$ cat config.mk
export PLATFORM = sky130hd
export DESIGN_NAME = dmem_ctrl
export DESIGN_NICKNAME = d
export VERILOG_FILES = /design/src/rtl/dmem_ctrl_pkg.sv /design/src/rtl/dmem_ctrl_load_extend.sv /design/src/rtl/dmem_ctrl.sv
export SDC_FILE = /design/constraint.sdc
export NUM_CORES = 1
export LEC_CHECK = 0
export BUFFER_PORTS_ARGS = -buffer_cell sky130_fd_sc_hd__buf_4
export CORE_ASPECT_RATIO = 2
export CORE_MARGIN = 2
export CORE_UTILIZATION = 47
export CTS_CLUSTER_SIZE = 30
export DETAILED_ROUTE_END_ITERATION = 8
export GPL_TIMING_DRIVEN = 0
export PLACE_DENSITY_LB_ADDON = 0.25
export RECOVER_POWER = 50
export SLEW_MARGIN = 20
export SYNTH_ARGS = -nofsm -noshare
export SYNTH_HDL_FRONTEND = slang
export SYNTH_SLANG_ARGS = --single-unit
$ cat constraint.sdc
create_clock -name clk -period 2.4 [get_ports clk]
set_input_delay 0.24 -clock clk [delete_from_list [all_inputs] [get_ports clk]]
set_output_delay 0.24 -clock clk [all_outputs]
set_load 0.1 [all_outputs]
$ cat src/rtl/dmem_ctrl_pkg.sv
// Shared types for the memory-stage data-bus controller:
// access kinds, dbus request/response bundles, encode helpers.
package common;

  typedef enum logic [3:0] {
    NONE = 4'd0,
    LB, LBU, LH, LHU, LW,
    SB, SH, SW
  } mem_t;

  typedef enum logic [2:0] {
    MSIZE1 = 3'd1,
    MSIZE2 = 3'd2,
    MSIZE4 = 3'd4
  } msize_t;

  typedef struct packed {
    logic        valid;
    logic [31:0] addr;
    msize_t      size;
    logic [3:0]  strobe;
    logic [31:0] data;
  } dbus_req_t;

  typedef struct packed {
    logic        addr_ok;
    logic        data_ok;
    logic [31:0] data;
  } dbus_resp_t;

  function automatic logic is_load(mem_t m);
    logic r;
    r = 1'b0;
    case (m)
      LB, LBU, LH, LHU, LW: r = 1'b1;
      default:              r = 1'b0;
    endcase
    return r;
  endfunction

  function automatic logic is_store(mem_t m);
    logic r;
    r = 1'b0;
    case (m)
      SB, SH, SW: r = 1'b1;
      default:    r = 1'b0;
    endcase
    return r;
  endfunction

  function automatic logic misaligned(
    mem_t m, logic [1:0] off
  );
    logic r;
    r = 1'b0;
    case (m)
      LH, LHU, SH: r = off[0];
      LW, SW:      r = (off != 2'b00);
      default:     r = 1'b0;
    endcase
    return r;
  endfunction

  function automatic msize_t size_of(mem_t m);
    msize_t r;
    r = MSIZE1;
    case (m)
      LH, LHU, SH: r = MSIZE2;
      LW, SW:      r = MSIZE4;
      default:     r = MSIZE1;
    endcase
    return r;
  endfunction

  function automatic logic [3:0] strobe_of(
    mem_t m, logic [1:0] off
  );
    logic [3:0] r;
    r = 4'b0000;
    case (m)
      SB:      r = 4'b0001 << off;
      SH:      r = 4'b0011 << {off[1], 1'b0};
      SW:      r = 4'b1111;
      default: r = 4'b0000;
    endcase
    return r;
  endfunction

  // Replicate right-aligned store data into every lane
  // so the strobe alone picks the bytes written.
  function automatic logic [31:0] lanes_of(
    mem_t m, logic [31:0] w
  );
    logic [31:0] r;
    r = w;
    case (m)
      SB:      r = {4{w[7:0]}};
      SH:      r = {2{w[15:0]}};
      default: r = w;
    endcase
    return r;
  endfunction

  function automatic dbus_req_t build_req(
    mem_t m, logic [31:0] a, logic [31:0] w
  );
    dbus_req_t r;
    r.valid  = 1'b1;
    r.addr   = a;
    r.size   = size_of(m);
    r.strobe = strobe_of(m, a[1:0]);
    r.data   = lanes_of(m, w);
    return r;
  endfunction

endpackage

$ cat src/rtl/dmem_ctrl_load_extend.sv
// Load lane select and sign/zero extension.
// Ports: mtype/off (latched at issue), raw bus data in, data out.
module load_extend
  import common::*;
(
  input  mem_t        mtype,
  input  logic [1:0]  off,
  input  logic [31:0] raw,
  output logic [31:0] data
);

  logic [7:0]  b;
  logic [15:0] h;

  always_comb begin
    b = raw[7:0];
    case (off)
      2'd0:    b = raw[7:0];
      2'd1:    b = raw[15:8];
      2'd2:    b = raw[23:16];
      default: b = raw[31:24];
    endcase
  end

  assign h = off[1] ? raw[31:16] : raw[15:0];

  always_comb begin
    data = raw;
    case (mtype)
      LB:      data = {{24{b[7]}}, b};
      LBU:     data = {24'd0, b};
      LH:      data = {{16{h[15]}}, h};
      LHU:     data = {16'd0, h};
      default: data = raw;
    endcase
  end

endmodule

$ cat src/rtl/dmem_ctrl.sv
// Memory-stage dbus controller: alignment check, single
// request per instruction, stall, flush drain, load result.
// Ports: clk/resetn, in_valid/mem_type/addr/wdata, advance,
// flush; stall, rdata, adel/ades, dreq out, dresp in.
module dmem_ctrl
  import common::*;
(
  input  logic        clk,
  input  logic        resetn,
  input  logic        in_valid,
  input  mem_t        mem_type,
  input  logic [31:0] addr,
  input  logic [31:0] wdata,
  input  logic        advance,
  input  logic        flush,
  output logic        stall,
  output logic [31:0] rdata,
  output logic        adel,
  output logic        ades,
  output dbus_req_t   dreq,
  input  dbus_resp_t  dresp
);

  localparam logic [2:0] S_IDLE  = 3'd0;
  localparam logic [2:0] S_REQ   = 3'd1;
  localparam logic [2:0] S_WAIT  = 3'd2;
  localparam logic [2:0] S_DONE  = 3'd3;
  localparam logic [2:0] S_DRAIN = 3'd4;

  logic [2:0]  state;
  logic [2:0]  nxt;
  dbus_req_t   req_q;
  mem_t        mtype_q;
  logic        killed;
  logic        kill_n;
  logic [31:0] rdata_q;

  logic        mis;
  logic        start;
  logic        pend;
  logic        aok;
  logic        dok;
  logic        cap;
  logic        cap_ld;
  mem_t        cur_type;
  logic [1:0]  cur_off;
  logic [31:0] ext_data;
  dbus_req_t   new_req;

  assign mis = misaligned(mem_type, addr[1:0]);
  assign aok = dresp.addr_ok;
  assign dok = dresp.data_ok;

  // Outputs are forced low while reset is held,
  // independent of what the pipeline presents.
  assign adel = resetn & in_valid
              & is_load(mem_type) & mis;
  assign ades = resetn & in_valid
              & is_store(mem_type) & mis;

  assign start = resetn & (state == S_IDLE)
               & in_valid & (mem_type != NONE)
               & ~mis & ~flush;

  // A flush seen in REQ is remembered until the
  // request is accepted, since valid cannot drop.
  assign pend = killed | flush;

  assign new_req = build_req(mem_type, addr, wdata);

  always_comb begin
    dreq = '0;
    if (resetn) begin
      if (state == S_REQ)
        dreq = req_q;
      else if (start)
        dreq = new_req;
    end
  end

  always_comb begin
    stall = 1'b0;
    if (resetn) begin
      stall = ((start
              | (state == S_REQ)
              | (state == S_WAIT)
              | (state == S_DRAIN)) & ~flush)
            | ((state == S_DRAIN) & in_valid);
    end
  end

  // In IDLE the access is being issued this cycle,
  // so the extender sees the live inputs.
  assign cur_type = (state == S_IDLE) ? mem_type
                                      : mtype_q;
  assign cur_off  = (state == S_IDLE) ? addr[1:0]
                                      : req_q.addr[1:0];

  load_extend u_ext (
    .mtype (cur_type),
    .off   (cur_off),
    .raw   (dresp.data),
    .data  (ext_data)
  );

  always_comb begin
    nxt    = state;
    cap    = 1'b0;
    kill_n = killed;
    unique case (state)
      S_IDLE: begin
        kill_n = 1'b0;
        if (start) begin
          if (aok & dok) begin
            nxt = S_DONE;
            cap = 1'b1;
          end else if (aok) begin
            nxt = S_WAIT;
          end else begin
            nxt = S_REQ;
          end
        end
      end
      S_REQ: begin
        kill_n = pend;
        if (aok & dok) begin
          nxt    = pend ? S_IDLE : S_DONE;
          cap    = ~pend;
          kill_n = 1'b0;
        end else if (aok) begin
          nxt    = pend ? S_DRAIN : S_WAIT;
          kill_n = 1'b0;
        end
      end
      S_WAIT: begin
        if (dok) begin
          nxt = flush ? S_IDLE : S_DONE;
          cap = ~flush;
        end else if (flush) begin
          nxt = S_DRAIN;
        end
      end
      S_DONE: begin
        if (advance | flush)
          nxt = S_IDLE;
      end
      S_DRAIN: begin
        if (dok)
          nxt = S_IDLE;
      end
      default: begin
        nxt    = S_IDLE;
        kill_n = 1'b0;
      end
    endcase
  end

  // Stores also see data_ok; only loads update rdata.
  assign cap_ld = cap & is_load(cur_type);

  always_ff @(posedge clk or negedge resetn) begin
    if (!resetn) begin
      state   <= S_IDLE;
      killed  <= 1'b0;
      req_q   <= '0;
      mtype_q <= NONE;
      rdata_q <= 32'd0;
    end else begin
      state  <= nxt;
      killed <= kill_n;
      if (start) begin
        req_q   <= new_req;
        mtype_q <= mem_type;
      end
      if (cap_ld)
        rdata_q <= ext_data;
    end
  end

  assign rdata = rdata_q;

endmodule
==> results.toml, run 1 <==
[routing]
vias = 8740
drtIter0Drc = 1220
antenna_left = 0
wirelength_mm = 36.3
firstDrtPassIters = 9
wl_per_cell_um = 27.9
vias_per_cell = 6.71
drc = 0

[final_layout]
nets = 1215
final_common_cell = "nand2_1"
fillers = 563
area_delta_synth_final_pct = 84.6
drive_above_1_share = 0.501
n_antenna_cell = 0
utilization = 0.877
final_cell_mix = "nand2_1, buf_4, dfrtp_1"

[global_route]
grt_max_degree = 40
grt-busiest-layer = "met2"
grt.met2_usage = 0.684
grt_pass1_vias = 8193
use_met3 = 0.0835
grt.overflow.total = 0
antenna_found_initial = 0
grt_pass1_wl_mm = 43.8
grt_util_met1 = 0.379
grt_use_total = 0.384

[sta]
tns_ns = -18.94
drv_slew = 78
relSlewSlack = -0.472
skew_ns = 0.0143
hold_viol_final = 0
fmax_ghz = 0.365
finalCritPeriodShare = 1.14
worstMarginPinSlew_ns = 2.21
rsz0062_at_grt = "true"
setup_viol = 118
postLayoutSetupSlackWorst_ns = -0.338
fin_crit_ns = 2.74
hold_ws_ns = 0.104

[floorplan]
die-area_um2 = 15000
coreArea_um2 = 13800
start_util = 0.475
core.rowCount = 61
ios = 214
die_y_um = 171
fp.dieW_um = 87.6

[power_and_ir_drop]
p_leak_nw = 5.56
ir_worst_vdd_mv = 0.824
p_total_mw = 16.6
power-per-cell-area_nw_per_um2 = 1370

[worst_setup_path]
worstSetupStartpointType = "flip-flop"
arrival_ns = 2.50
cpMaxStageDelayCell = "dfrtp_2"
cp_max_fo = 6
cpLargestDelayFamily = "simple AND/OR/NAND/NOR gates"
max_stage_delay_ns = 0.47
worstPathCellList = "nor2_2, nand4_1, and4b_2, clkbuf_16, nor2_4, o22ai_4, and2_4, buf_12"
worstPathRequired_ns = 2.16
path_buf_inv = 2
crit_type = "flip-flop to output pin"
endpoint_kind = "output pin"

[logic_synthesis]
syn_area_um2 = 6570
synth.avg_cell_area_um2 = 7.99
synth-adder-area-share = 0
synth-simple-area-share = 0.244
yosysWarnings = 0
ys_seq_elements = 112
synth-compound-area-share = 0.241
synth_top_family_by_area = "simple AND/OR/NAND/NOR gates"
synth-xor-area-share = 0.00534
synth.distinct_cells = 51
ys_seq_area_frac = 0.427
synthArstFlopShare = 1.00
syn_nets = 929
ys.flop_type = "dfrtp_1"
synthMuxAreaShare = 0.0396
synthCells = 822
synth_edf_count = 0

[clocking]
root_buffer = "clkbuf_16"
cts_tree = "built"
clock_path_buffers = 2
clkTransAtPathRegs_ns = 0.08
insertion_delay_ns = 0.38
htreeDepth = 3
cts_sinks = 112
cts_buffers = 9

[status]
violations = "max-capacitance violations, max-slew violations, negative setup slack"
status = "finished, violations left"

[job]
cap_violations = 2

[placement]
place_ws_ns = -0.824
hpwl_mm = 17.4
io_buffers = 211
gp_congestion = 0.962

[hold_path]
hp-class = "input port to flip-flop"
-- sequential cells by signal, indices dropped and copies added, names as in the netlist --
name	count
killed	1
mtype_q	4
rdata	32
req_q	72
state	3
-- synthesized netlist by cell type (10+ instances only) --
library cell | number | area [µm²]
dfrtp_1 | 112 | 2800
clkbuf_1 | 43 | 161
mux2i_1 | 16 | 160
a21boi_0 | 45 | 338
a21oi_2 | 11 | 96.3
a21o_1 | 27 | 203
a221oi_1 | 17 | 149
buf_2 | 10 | 50.1
nor2_1 | 62 | 233
nor2b_1 | 32 | 200
nand2_1 | 250 | 938
o21ai_0 | 17 | 85.1
a21oi_1 | 80 | 400
-- cells by family (layout without fill, tap and decap cells) --
logic type,count (synthesis),after routing
buffers and inverters,68,359
AO/OA/AOI/OAI,236,236
XOR/XNOR,4,4
multiplexers,24,24
AND/OR/NAND/NOR,378,378
flip-flops,112,112
-- metrics by stage --
step,instance area (µm²),std cells
floorplan,7300,822
global placement,9130,1222
detailed placement,9160,1223
CTS,11400,1268
global route,12100,1302
finish,12100,1302
-- metal layers --
layer / wire [µm] / share of wire / vias to the layer above
met1: 10400 / 0.29 / 4064
met2: 17500 / 0.48 / 920
met4: 4400 / 0.12 / 0
met5: 0 / 0 / -
li1: - / - / 3375
met3: 3960 / 0.11 / 381
-- report_power, final --
part	internal [mW]	switching, mW
clock network	0.751	0.820
registers	2.76	0.753
logic	3.89	7.63
-- path summary, 6_finish.rpt --
| path | start | cells after the start | end | slack, ns |
|---|---|---|---|---|
| min in group asynchronous | resetn | 3 | req_q[26] | 0.83 |
| hold reg to reg | req_q[68] | 2 | req_q[68] | 0.50 |
| max in group asynchronous | resetn | 2 | state[2] | 0.12 |
| hold / removal | addr[28] | 3 | req_q[67] | 0.10 |
| setup / recovery | state[0] | 8 | stall | -0.34 |
| setup reg to reg | state[1] | 11 | rdata[21] | -0.24 |
-- worst min-delay path, stage by stage --
cell	delay [ns]
buf_4	0.08
nand2_2	0.06
nand2_1	0.06
-- area by class of cell --
class	count	area, µm²	share of cell area
clock buffers	10	239	0.0197
well taps	189	236	0.0195
multi-input cells	642	5110	0.422
inverters	4	15.0	0.00124
plain buffers	59	502	0.0414
repair buffers	280	3160	0.260
flip-flops and latches	112	2810	0.231
clock inverters	6	50.0	0.00413
-- timing repair --
item / in CTS / in global routing
resized for setup: 390 / 137
hold buffers: 4 / 0
setup buffers: 23 / 35
cloned: 4 / 3
endpoints found under the hold margin: 36 / 0
endpoints found under the setup margin: 107 / 107
pin swaps: 31 / 36
No activity file was read; power rests on OpenSTA's default activity.
==> run 2, diff against run 1 <==
==> constraint.sdc (replaced) <==
create_clock -name clk -period 2.4 [get_ports clk]
set_input_delay 0.12 -clock clk [delete_from_list [all_inputs] [get_ports clk]]
set_output_delay 0.12 -clock clk [all_outputs]
set_load 0.1 [all_outputs]
==> results.toml, run 2 (synthesis results as in run 1) <==
[status]
status = "finished, violations left"
violations = "negative hold slack, negative setup slack"

[final_layout]
top_register = "req_q"
fillers = 696
n_antenna_cell = 0
multi_input_area_um2 = 4930
largest_register_ffs = 72
drive_above_1_share = 0.449
final_cell_mix = "nand2_1, buf_4, dfrtp_1"
seq_area_um2 = 2810
final-instance-count-excl-fill = 1284
final_common_cell = "nand2_1"
nets = 1197
area_delta_synth_final_pct = 76.5

[sta]
hold_ws_ns = -0.0102
setup_viol = 94
relSlewSlack = 0.0604
postLayoutSetupSlackWorst_ns = -0.282
finalCritPeriodShare = 1.12
worstMarginPinSlew_ns = 1.41
drv_slew = 0
hold_viol_final = 5
fmax_ghz = 0.373
fin_crit_ns = 2.68
skew_ns = 0.0103
rsz0062_at_grt = "true"

[routing]
wl_per_cell_um = 23.8
antenna_left = 0
vias_per_cell = 6.16
drtIter0Drc = 821
wirelength_mm = 30.5
firstDrtPassIters = 8
vias = 7913
drc = 0

[placement]
io_buffers = 211
gp_congestion = 0.949
hpwl_mm = 17.4
dpl.cell_count = 1223

[hold_path]
min_delay_path_depth = 3
hp-class = "input port to flip-flop"

[worst_setup_path]
worstSetupStartpointType = "input port"
endpoint = "dreq[38]"
cp_max_fo = 10
r2r_slack_ns = -0.19
worstPathRequired_ns = 2.28
r2r-end = "rdata[23]"
rr_worst_depth = 9
endpoint_kind = "output pin"
r2r-start = "state[0]"
arrival_ns = 2.56
crit_type = "input port to output pin"
crit_start = "mem_type[0]"

[power_and_ir_drop]
clkPwrFrac = 0.101
sw_frac_of_total = 0.556
switchingPower_mw = 8.59
ir_worst_vdd_mv = 0.833
internal_power_mw = 6.86
p_comb_frac = 0.677
p_leak_nw = 5.31
power-per-cell-area_nw_per_um2 = 1330
power_frac_seq = 0.222

[job]
cap_violations = 0

[clocking]
cts_sinks = 112
insertion_delay_ns = 0.37
cts_buffers = 9
clkTransAtPathRegs_ns = 0.08
root_buffer = "clkbuf_16"
cts_tree = "built"
clock_path_buffers = 2
htreeDepth = 3

[floorplan]
die_y_um = 171
fp.dieW_um = 87.6
start_util = 0.475
die-area_um2 = 15000
core.rowCount = 61
ios = 214
coreArea_um2 = 13800

[global_route]
grt_use_total = 0.327
grt_pass1_vias = 7472
antenna_found_initial = 0
grt.overflow.total = 0
grt_pass1_wl_mm = 37.8
grt_max_degree = 64
[run 2: cell types whose count changed in the layout (fill, tap and decap cells not counted), sizes merged]
cell           previous run  this run
clkbuf                   55        65
clkdlybuf4s25             2         1
buf                     291       258
dlygate4sd3               1         7
[run 2: final cells by class]
type	instances	area share
clock inverter	6	0.00432
clock buffer	10	0.0206
inverter	4	0.00130
sequential	112	0.242
multi-input combinational	642	0.425
timing repair buffer	261	0.248
tap	189	0.0204
buffer	60	0.0383
[run 2: through the flow]
step | power, mW | utilization | area [µm²] | setup slack, ns | setup TNS (ns)
6_report | 15.5 | 0.839 | 11600 | -0.282 | -11.26
5_1_grt | 15.9 | 0.839 | 11600 | -0.341 | -19.98
4_1_cts | 14.3 | 0.766 | 10600 | -0.0223 | -0.184
3_5_place_dp | 11.7 | 0.659 | 9100 | -0.720 | -65.76
3_3_place_gp | 11.6 | 0.656 | 9070 | -1.20 | -154.32
2_1_floorplan | 9.80 | - | 7250 | 0.0112 | 0
[run 2: critical path, cell delays in order]
cell      delay, ns
buf_4          0.10
clkbuf_1       0.43
buf_1          0.63
nor2_1         0.12
a21oi_1        0.62
nor3_4         0.12
a21oi_2        0.19
nor2b_4        0.06
buf_12         0.16
[run 2: power groups by stage]
stage	Combinational (mW)	Sequential, mW	Clock [mW]
after floorplan	4.73	5.07	0
after global placement	8.32	3.25	0
after detailed placement	8.43	3.30	0
after CTS	9.54	3.27	1.53
after global routing	10.8	3.49	1.61
final	10.5	3.43	1.56
[run 2: metal layers]
metal	wire (µm)	part of all wire	track usage	vias to the layer above
met3	2360	0.077	0.0661	232
li1	-	-	-	3334
met2	15900	0.52	0.585	565
met4	2930	0.096	0.229	0
met5	0	0	0	-
met1	9340	0.31	0.326	3782
[run 2: worst min path at each step]
| stage | from | end | slack [ns] |
|---|---|---|---|
| 2_1_floorplan | resetn | killed | -0.18 |
| 3_3_place_gp | addr[21] | req_q[60] | 0.38 |
| 5_1_grt | addr[22] | req_q[61] | -0.01 |
| 3_5_place_dp | resetn | rdata[17] | 0.12 |
| 4_1_cts | resetn | rdata[17] | -0.31 |
| 6_report | addr[22] | req_q[61] | -0.01 |
[run 2: what timing repair did]
| item | in CTS | in global routing |
|---|---|---|
| hold endpoints to repair | 54 | 53 |
| hold buffers | 3 | 7 |
| cloned | 2 | 2 |
| setup buffers | 18 | 17 |
| endpoints found under the setup margin | 107 | 106 |
| resized for setup | 254 | 216 |
| pin swaps | 11 | 34 |
